$ cat src/rtl/alu_result_monitor.sv
// Watches the mini ALU's outputs, captures one settled result per function code,
// folds each capture into an 8-bit MISR and flags repeats that disagree with the store.
module alu_result_monitor #(
  parameter int SETTLE = 4
) (
  input  logic       clk,
  input  logic       rst_n,
  input  logic       start,
  input  logic [2:0] alu_fxn,
  input  logic [5:0] alu_out,
  input  logic       alu_o_flow,
  input  logic       alu_c_out,
  output logic       busy,
  output logic       done,
  output logic       error,
  output logic [7:0] seen_mask,
  output logic [7:0] signature,
  input  logic [2:0] rd_addr,
  output logic [7:0] rd_data
);
  localparam logic [1:0] IDLE  = 2'd0;
  localparam logic [1:0] ARMED = 2'd1;
  localparam logic [1:0] DONE  = 2'd2;

  localparam logic [3:0] SETTLE_CNT  = 4'(SETTLE);
  localparam logic [3:0] SETTLE_LAST = 4'(SETTLE - 1);

  logic [1:0]  state_reg, state_next;
  logic [10:0] tuple, sample_reg;
  logic [3:0]  cnt_reg, cnt_next;
  logic [7:0]  mask_reg, mask_next;
  logic [7:0]  sig_reg, sig_next;
  logic        error_reg, error_next;
  logic [7:0]  rd_data_reg;
  logic [7:0]  store_reg [8];
  logic [7:0]  word, code_bit, wr_en;
  logic        armed, settle, capture, repeat_bad;

  assign tuple = {alu_fxn, alu_o_flow, alu_c_out, alu_out};
  assign word  = {alu_o_flow, alu_c_out, alu_out};
  assign armed = (state_reg == ARMED);

  // The settle event fires exactly once per stable tuple; start suppresses it.
  assign settle     = armed && !start && (tuple == sample_reg) && (cnt_reg == SETTLE_LAST);
  assign capture    = settle && !mask_reg[alu_fxn];
  assign repeat_bad = settle && mask_reg[alu_fxn] && (store_reg[alu_fxn] != word);

  generate
    for (genvar gi = 0; gi < 8; gi++) begin : g_dec
      assign code_bit[gi] = (alu_fxn == 3'(gi));
      assign wr_en[gi]    = capture && code_bit[gi];
    end
  endgenerate

  always_comb begin
    state_next = state_reg;
    cnt_next   = cnt_reg;
    mask_next  = mask_reg;
    sig_next   = sig_reg;
    error_next = error_reg;
    if (start) begin
      state_next = ARMED;
      cnt_next   = '0;
      mask_next  = '0;
      sig_next   = '0;
      error_next = 1'b0;
    end else if (armed) begin
      if (tuple != sample_reg) begin
        cnt_next = '0;
      end else if (cnt_reg < SETTLE_CNT) begin
        cnt_next = cnt_reg + 4'd1;
      end
      if (capture) begin
        mask_next = mask_reg | wr_en;
        sig_next  = {sig_reg[6:0], sig_reg[7] ^ sig_reg[5] ^ sig_reg[4] ^ sig_reg[3]} ^ word;
        if ((mask_reg | wr_en) == 8'hFF) begin
          state_next = DONE;
        end
      end
      if (repeat_bad) begin
        error_next = 1'b1;
      end
    end
  end

  always_ff @(posedge clk or negedge rst_n) begin
    if (!rst_n) begin
      state_reg  <= IDLE;
      sample_reg <= '0;
      cnt_reg    <= '0;
      mask_reg   <= '0;
      sig_reg    <= '0;
      error_reg  <= 1'b0;
    end else begin
      state_reg <= state_next;
      cnt_reg   <= cnt_next;
      mask_reg  <= mask_next;
      sig_reg   <= sig_next;
      error_reg <= error_next;
      if (start || armed) begin
        sample_reg <= tuple;
      end
    end
  end

  // Read returns the pre-write word when read and capture hit the same entry.
  always_ff @(posedge clk or negedge rst_n) begin
    if (!rst_n) begin
      for (int i = 0; i < 8; i++) begin
        store_reg[i] <= '0;
      end
      rd_data_reg <= '0;
    end else begin
      rd_data_reg <= store_reg[rd_addr];
      for (int i = 0; i < 8; i++) begin
        if (start) begin
          store_reg[i] <= '0;
        end else if (wr_en[i]) begin
          store_reg[i] <= word;
        end
      end
    end
  end

  assign busy      = armed;
  assign done      = (state_reg == DONE);
  assign error     = error_reg;
  assign seen_mask = mask_reg;
  assign signature = sig_reg;
  assign rd_data   = rd_data_reg;

endmodule

$ cat config.mk
export PLATFORM = sky130hd
export DESIGN_NAME = alu_result_monitor
export DESIGN_NICKNAME = d
export VERILOG_FILES = /design/src/rtl/alu_result_monitor.sv
export SDC_FILE = /design/constraint.sdc
export NUM_CORES = 1
export LEC_CHECK = 0
export BUFFER_PORTS_ARGS = -buffer_cell sky130_fd_sc_hd__buf_2
export CORE_ASPECT_RATIO = 0.9
export CORE_MARGIN = 2
export CORE_UTILIZATION = 40
export CTS_BUF_LIST = sky130_fd_sc_hd__clkbuf_8
export CTS_CLUSTER_DIAMETER = 150
export DETAILED_ROUTE_END_ITERATION = 7
export GPL_TIMING_DRIVEN = 0
export HOLD_SLACK_MARGIN = 0.15
export PLACE_DENSITY = 0.68
export SYNTH_ARGS = -nofsm -noshare
export SYNTH_HDL_FRONTEND = slang
export SYNTH_SLANG_ARGS = --single-unit
export TNS_END_PERCENT = 20
$ cat constraint.sdc
create_clock -name clk -period 3 [get_ports clk]
set_input_delay 0.15 -clock clk [delete_from_list [all_inputs] [get_ports clk]]
set_output_delay 0.15 -clock clk [all_outputs]
set_load 0.01 [all_outputs]
==> results of run 1 <==
-- Yosys cell counts, types with 2 or more instances --
library cell / count
buf_6: 2
nor2b_1: 4
nor4b_1: 2
nor4_4: 5
a211oi_1: 9
buf_2: 8
nand2b_1: 4
nor2_1: 88
buf_1: 4
mux2_2: 29
o22ai_1: 5
nor3_1: 3
dfrtp_1: 106
nor4_1: 4
a21oi_1: 7
nand2_1: 6
clkbuf_1: 24
mux2i_1: 74
mux4_2: 26
xnor2_1: 15
or2_2: 3
xor2_1: 13
inv_1: 5
o21ai_0: 4
a31oi_1: 3
-- worst max-delay path, stage by stage --
cell and delay (ns):
dlygate4sd3_1 0.54, buf_2 0.16, xor2_1 0.20, nor4_4 0.35, nand4_2 0.26, buf_6 0.23, nor4_4 0.86, mux2i_1 0.30
nor2_1 0.06
-- timing repair --
| action | in CTS | in global routing |
|---|---|---|
| hold endpoints to repair | 59 | 0 |
| hold buffers | 2 | 0 |
| setup endpoints to repair | 0 | 0 |
-- cell usage in the layout, fill, tap and decap left out, drive strengths merged, types with 5 or more instances in the layout --
cell	count
a211oi	9
a21oi	7
buf	54
clkbuf	36
dfrtp	106
inv	5
mux2	29
mux2i	74
mux4	26
nand2	6
nor2	89
nor4	10
o22ai	5
xnor2	15
xor2	14
-- report_power, final --
group / switching (mW) / internal, mW
Combinational: 0.170 / 0.0744
Clock: 0.501 / 0.538
Sequential: 0.00560 / 1.44
-- metrics by stage --
step                      utilization  std cells  power [mW]
after floorplan                     -        474        1.60
after global placement          0.438        706        1.70
after detailed placement        0.440        707        1.71
after CTS                       0.459        725        2.73
after global routing            0.459        725        2.81
final                           0.459        725        2.72
-- how the worst min path moves through the flow --
stage                 endpoint  depth (start not counted)
CTS                 cnt_reg[3]                          4
floorplan           cnt_reg[0]                          0
finish              cnt_reg[3]                          4
global placement    cnt_reg[1]                          1
detailed placement  cnt_reg[1]                          1
global route        cnt_reg[2]                          4
-- per-layer routing --
layer	vias to the layer above	wire length, µm
met2	157	7310
li1	1791	-
met3	17	1130
met1	2104	6730
met4	0	193
met5	-	0
-- kinds of logic after synthesis --
group           share of synthesized area
flops                               0.467
mux                                 0.291
xor+xnor                           0.0461
buf+inv                            0.0335
fa+ha+maj                         0.00220
simple gates                        0.116
compound gates                     0.0441
-- final cells by class --
| type | count | area [µm²] |
|---|---|---|
| plain buffers | 38 | 168 |
| multi-input cells | 324 | 2830 |
| well taps | 193 | 241 |
| clock inverters | 4 | 72.6 |
| fillers | 1289 | 7550 |
| flip-flops and latches | 106 | 2650 |
| clock buffers | 12 | 165 |
| inverters | 6 | 22.5 |
| repair buffers | 42 | 245 |
==> metrics.md, run 1 <==
| Metric | Value |
|---|---|
| Status | finished, final reports clean |
| Worst setup slack for register-to-register paths | roughly 0.14 ns |
| Synthesized area divided by synthesized cell count | 12.0 µm² |
| Number of flip-flops and latches in the synthesized netlist | around 110 |
| Fraction of post-synthesis cell area in the top cell type by area | 0.467 |
| Post-layout nets | 545 |
| Dominant register cell in the synthesized netlist | dfrtp_1 |
| Synth Warn # | 0 |
| Actual slew at the worst max-slew pin | 1.05 ns |
| Initial antenna violation count | 0 |
| Synth Instances | 474 |
| Final antenna-violating net count | 0 |
| DPL Wire Length | 10.3 mm |
| Area growth syn-to-layout | 12.8% |
| Total congestion overflow after global routing | 0 |
| Area enclosed by the die boundary | 15200 µm² |
| Largest fanout on the critical path | 10 |
| Slew margin rel. | 0.296 |
| Num ports | 44 |
| Row count | 41 |
| Number of flip-flops in the largest register | 64 |
| Count of cells along the worst register-to-register path | 7 |
| Vertical die dimension | between 100 and 150 µm |
| Number of max-slew violations in the final report | 0 |
| Via density per instance | 5.61 |
| Worst EP arrival | 3.13 ns |
| Netlist area before placement | 5680 µm² |
| Endpoints failing setup | 0 |
| Global routing usage on met1 | 0.295 |
| TNS Setup | 0 ns |
| Total detailed-routing wirelength | between 15 and 20 mm |
| Endpoint of the most critical register-to-register path | store_reg[27] |
| Crit path to | store_reg[27] |
| Library cells used by synthesis | 46 |
| Portion of the post-synthesis area used by sequential elements | 0.467 |
| Met2 global-route usage | 0.320 |
| Detailed-route via count | 4069 |
| DRC violation count after routing | 0 |
| Worst-skew pair later-pin latency | 0.39 ns |
| Final Instance Area | around 6400 µm² |
| Biggest area consumer among synthesized cells | dfrtp_1 |
| Origin of the critical flop-to-flop path | sample_reg[7] |
| Router iterations before antenna repair | 5 |
| Critical path required time | around 3.3 ns |
| Minimum hold slack | 0.194 ns |
| Worst ir drop on vdd | between 200 and 250 µV |
| Buffers from clock root to sink, at most | 2 |
| Max-Cap Viols | 0 |
| Initial core utilization | 0.407 |
| Number of enable flip-flop cells after synthesis | 0 |
| CTS clock-pin slew for the worst setup and hold paths | 0.10 ns |
| Floorplan Core Area | ~14000 µm² |
| Startpoint of the most critical hold path | start |
| Share of the clock period used by the worst path after layout | 0.960 |
| Clock Tree Root | clkbuf_8 |
| Aggregate global-route resource usage | 0.207 |
| Power Dens Cells | around 430 nW/µm² |
| Least setup slack across all paths after layout | 0.120 ns |
| GR met3 Demand/Resource | 0.0482 |
| Worst Clk Skew | 0.0157 ns |
| Area after detailed placement | 6140 µm² |
| Wire length of the first global-routing pass | between 20 and 25 mm |
| Sort of element at the start of the critical path | input port |
| Final hold vios | 0 |
| Achievable Freq | between 300 and 400 MHz |
| CTS tree | done |
| Leakage power | 2.74 nW |
| Sinks on the clock net | 106 |
| Die extent in x | 130 µm |
| Postcts setup bufs | 0 |
| Clock buffers created by TritonCTS | 9 |
| Tmin final | 2.88 ns |
| Net count after synthesis | 492 |
| Quantity of gates resized following cts | 0 |
| Largest net degree at the start of global routing | 60 |
| Ratio of cells with drive above 1 in the final layout | 0.252 |
| Post-place setup slack | ~0.26 ns |
| Final weighted congestion of routability-driven global placement | 0.876 |
| Setup crit start | alu_out[3] |
| Fraction of registers with async set/reset | 1.00 |
| Average detailed-routed wire length per instance | 21.2 µm |
| Number of buffers inserted by port buffering | 39 |
| Sort of element at the end of the critical path | register |
| Count of inserted antenna diode cells | 0 |
| WS Path Type | input port to register |
| HP Class | input port to register |
| Leading cell types by total area after synthesis | dfrtp_1 47%, mux2i_1 13%, mux4_2 10% |
| Maximum level of the CTS H-tree | 3 |
| Initial DRC count | 430 |
| GRT Max-Usage Layer | met2 |
| Via count of the first global-routing pass | 3955 |
| RSZ-0062 raised after global routing | false |
Power figures use the tool's default switching activity.
==> inputs of run 2 (changes only) <==
Settings changed: CORE_UTILIZATION 40 to 50, CTS_BUF_LIST sky130_fd_sc_hd__clkbuf_8 to sky130_fd_sc_hd__clkbuf_16, PLACE_DENSITY 0.68 to 0.79, SLEW_MARGIN set to 10.
==> metrics.md, run 2 (synthesized netlist as in run 1, its figures left out) <==
| Metric | Value |
|---|---|
| Leakage power | 2.77 nW (+1.1%) |
| Share of the clock period used by the worst path after layout | 0.959 (-0.00135) |
| Aggregate global-route resource usage | 0.262 (+0.0547) |
| Via count of the first global-routing pass | 4356 (+10%) |
| Most common library cell in the layout ignoring fill and taps | dfrtp_1 |
| Placed Cells incl. Taps | 666 (-5.8%) |
| Total congestion overflow after global routing | 0 (unchanged) |
| Vertical die dimension | 105 µm (-10%) |
| CTS clock-pin slew for the worst setup and hold paths | 0.07 ns (-0.03 ns) |
| Die extent in x | 116 µm (-10%) |
| Final core utilization | 0.585 (+0.127) |
| Postcts setup bufs | 0 (unchanged) |
| HP Class | input port to register |
| Buffers from clock root to sink, at most | 2 (unchanged) |
| Worst Clk Skew | 0.00986 ns (-0.00585 ns) |
| Initial core utilization | 0.519 (+0.112) |
| Slew margin rel. | 0.303 (+0.00654) |
| Tmin final | 2.88 ns (-0.00404 ns) |
| WS Path Type | register to register |
| Worst-skew pair later-pin latency | 0.35 ns (-0.04 ns) |
| Least setup slack across all paths after layout | 0.124 ns (+0.00404 ns) |
| DPL Wire Length | 10.3 mm (about the same) |
| Number of standard cells in the final layout excluding fillers | 682 (-5.9%) |
| Num ports | 44 (unchanged) |
| Clock buffers created by TritonCTS | 9 (unchanged) |
| Status | finished, final reports clean |
| Via density per instance | 6.08 (+8.3%) |
| Power Dens Cells | 454 nW/µm² (+6.7%) |
| Post-layout nets | 544 (-0.18%) |
| Number of buffers inserted by port buffering | 39 (unchanged) |
| Router iterations before antenna repair | 5 (unchanged) |
| Total detailed-routing wirelength | 15.0 mm (-2.3%) |
| Area enclosed by the die boundary | 12200 µm² (-19%) |
| Critical path required time | 3.20 ns (-0.05 ns) |
| Final antenna-violating net count | 0 (unchanged) |
| Area growth syn-to-layout | 12.8% (about the same) |
| Worst path most repeated cell | nor4_4 |
| TNS Setup | 0 ns (unchanged) |
| Sort of element at the end of the critical path | register |
| Worst ir drop on vdd | 320 µV (+53%) |
| Largest fanout on the critical path | 10 (unchanged) |
| Final weighted congestion of routability-driven global placement | 0.914 (+4.3%) |
| Max-Cap Viols | 0 (unchanged) |
| Row count | 36 (-12%) |
| Count of inserted antenna diode cells | 0 (unchanged) |
| Cell type of the slowest stage on the worst timing path | nor4_4 |
| Combined area of the multi-input logic cells | 2830 µm² (unchanged) |
| Wire length of the first global-routing pass | 23.9 mm (+2.7%) |
| Sinks on the clock net | 106 (unchanged) |
| Number of fill cells | 889 (-31%) |
| Floorplan Core Area | 10900 µm² (-22%) |
| RSZ-0062 raised after global routing | false |
| Number of max-slew violations in the final report | 0 (unchanged) |
| Initial antenna violation count | 0 (unchanged) |
| Final hold vios | 0 (unchanged) |
| Ratio of cells with drive above 1 in the final layout | 0.243 (-0.00848) |
| Endpoints failing setup | 0 (unchanged) |
| Post-place setup slack | 0.209 ns (-0.0495 ns) |
| CTS tree | done |
| Actual slew at the worst max-slew pin | 1.05 ns (-0.00194 ns) |
| DRC violation count after routing | 0 (unchanged) |
| Clock Tree Root | clkbuf_16 |
| Cells traversed along the worst timing path | xor2_1 -> nor4_4 -> nand4_2 -> buf_6 -> nor4_4 -> mux2i_1 -> nor2_1 |
| Detailed-route via count | 4144 (+1.8%) |
| Delay of the slowest critical-path stage | 0.82 ns (-0.04 ns) |
| Maximum level of the CTS H-tree | 3 (unchanged) |
| Average detailed-routed wire length per instance | 22.0 µm (+3.9%) |
| Number of flip-flops in the largest register | 64 (unchanged) |
| Initial DRC count | 395 (-8.1%) |
| Achievable Freq | 348 MHz (+0.14%) |
| Worst EP arrival | 3.08 ns (-0.05 ns) |
| Total of hold buffers inserted after clock tree synthesis | 1 (-1) |
| Sort of element at the start of the critical path | register |
| Largest net degree at the start of global routing | 78 (+30%) |
| Quantity of gates resized following cts | 0 (unchanged) |
| Area occupied by registers | 2650 µm² (unchanged) |
| Commonest non-fill, non-tap cells in the layout | 106 x dfrtp_1, 88 x nor2_1, 74 x mux2i_1 |
-- run 2: cell types whose count changed in the layout (fill, tap and decap cells not counted), sizes merged --
cell,previous run,this run
clkinv,2,3
dlygate4sd3,2,1
clkbuf,36,33
inv,5,7
clkinvlp,1,0
-- run 2: final timing paths --
path	startpoint	endpoint	slack (ns)	cells after the start
max in group asynchronous	rst_n	rd_data[5]	2.09	3
worst min register to register	cnt_reg[1]	cnt_reg[1]	0.52	1
min in group asynchronous	rst_n	signature[2]	0.23	2
worst max register to register	sample_reg[7]	store_reg[50]	0.12	7
worst min-delay path	alu_out[3]	signature[3]	0.18	3
worst max-delay path	sample_reg[7]	store_reg[50]	0.12	7
-- run 2: layer usage --
| layer | part of all wire | track usage | wire (µm) |
|---|---|---|---|
| met1 | 0.41 | 0.365 | 6200 |
| met2 | 0.47 | 0.409 | 7110 |
| met3 | 0.088 | 0.0621 | 1320 |
| met4 | 0.025 | 0.0765 | 380 |
| met5 | 0 | 0 | 0 |
-- run 2: critical path: cells and delay by family (launching register included) --
kind / cells / cell delay, ns
simple gates: 4 / 1.61
buf+inv: 1 / 0.24
mux: 1 / 0.30
flops: 1 / 0.39
xor+xnor: 1 / 0.19
-- run 2: report_power, final --
group | leakage, nW | total, mW | switching, mW | internal (mW)
clock network | 0.153 | 1.23 | 0.511 | 0.716
registers | 1.45 | 1.44 | 0.00534 | 1.44
logic | 1.16 | 0.242 | 0.168 | 0.0740
-- run 2: final cells by class --
class / instances / area share
multi-input cells: 324 / 0.442
flip-flops and latches: 106 / 0.414
repair buffers: 41 / 0.0373
clock buffers: 9 / 0.0352
well taps: 152 / 0.0297
plain buffers: 38 / 0.0262
clock inverters: 6 / 0.0117
inverters: 6 / 0.00352
-- run 2: metrics by stage --
stage | hold WS [ns] | total power [mW] | area (µm²)
CTS | 0.174 | 2.92 | 6410
global route | 0.202 | 3.00 | 6410
global placement | 0.488 | 1.70 | 6060
finish | 0.183 | 2.91 | 6410
detailed placement | 0.0469 | 1.71 | 6100
floorplan | -0.146 | 1.60 | 5680
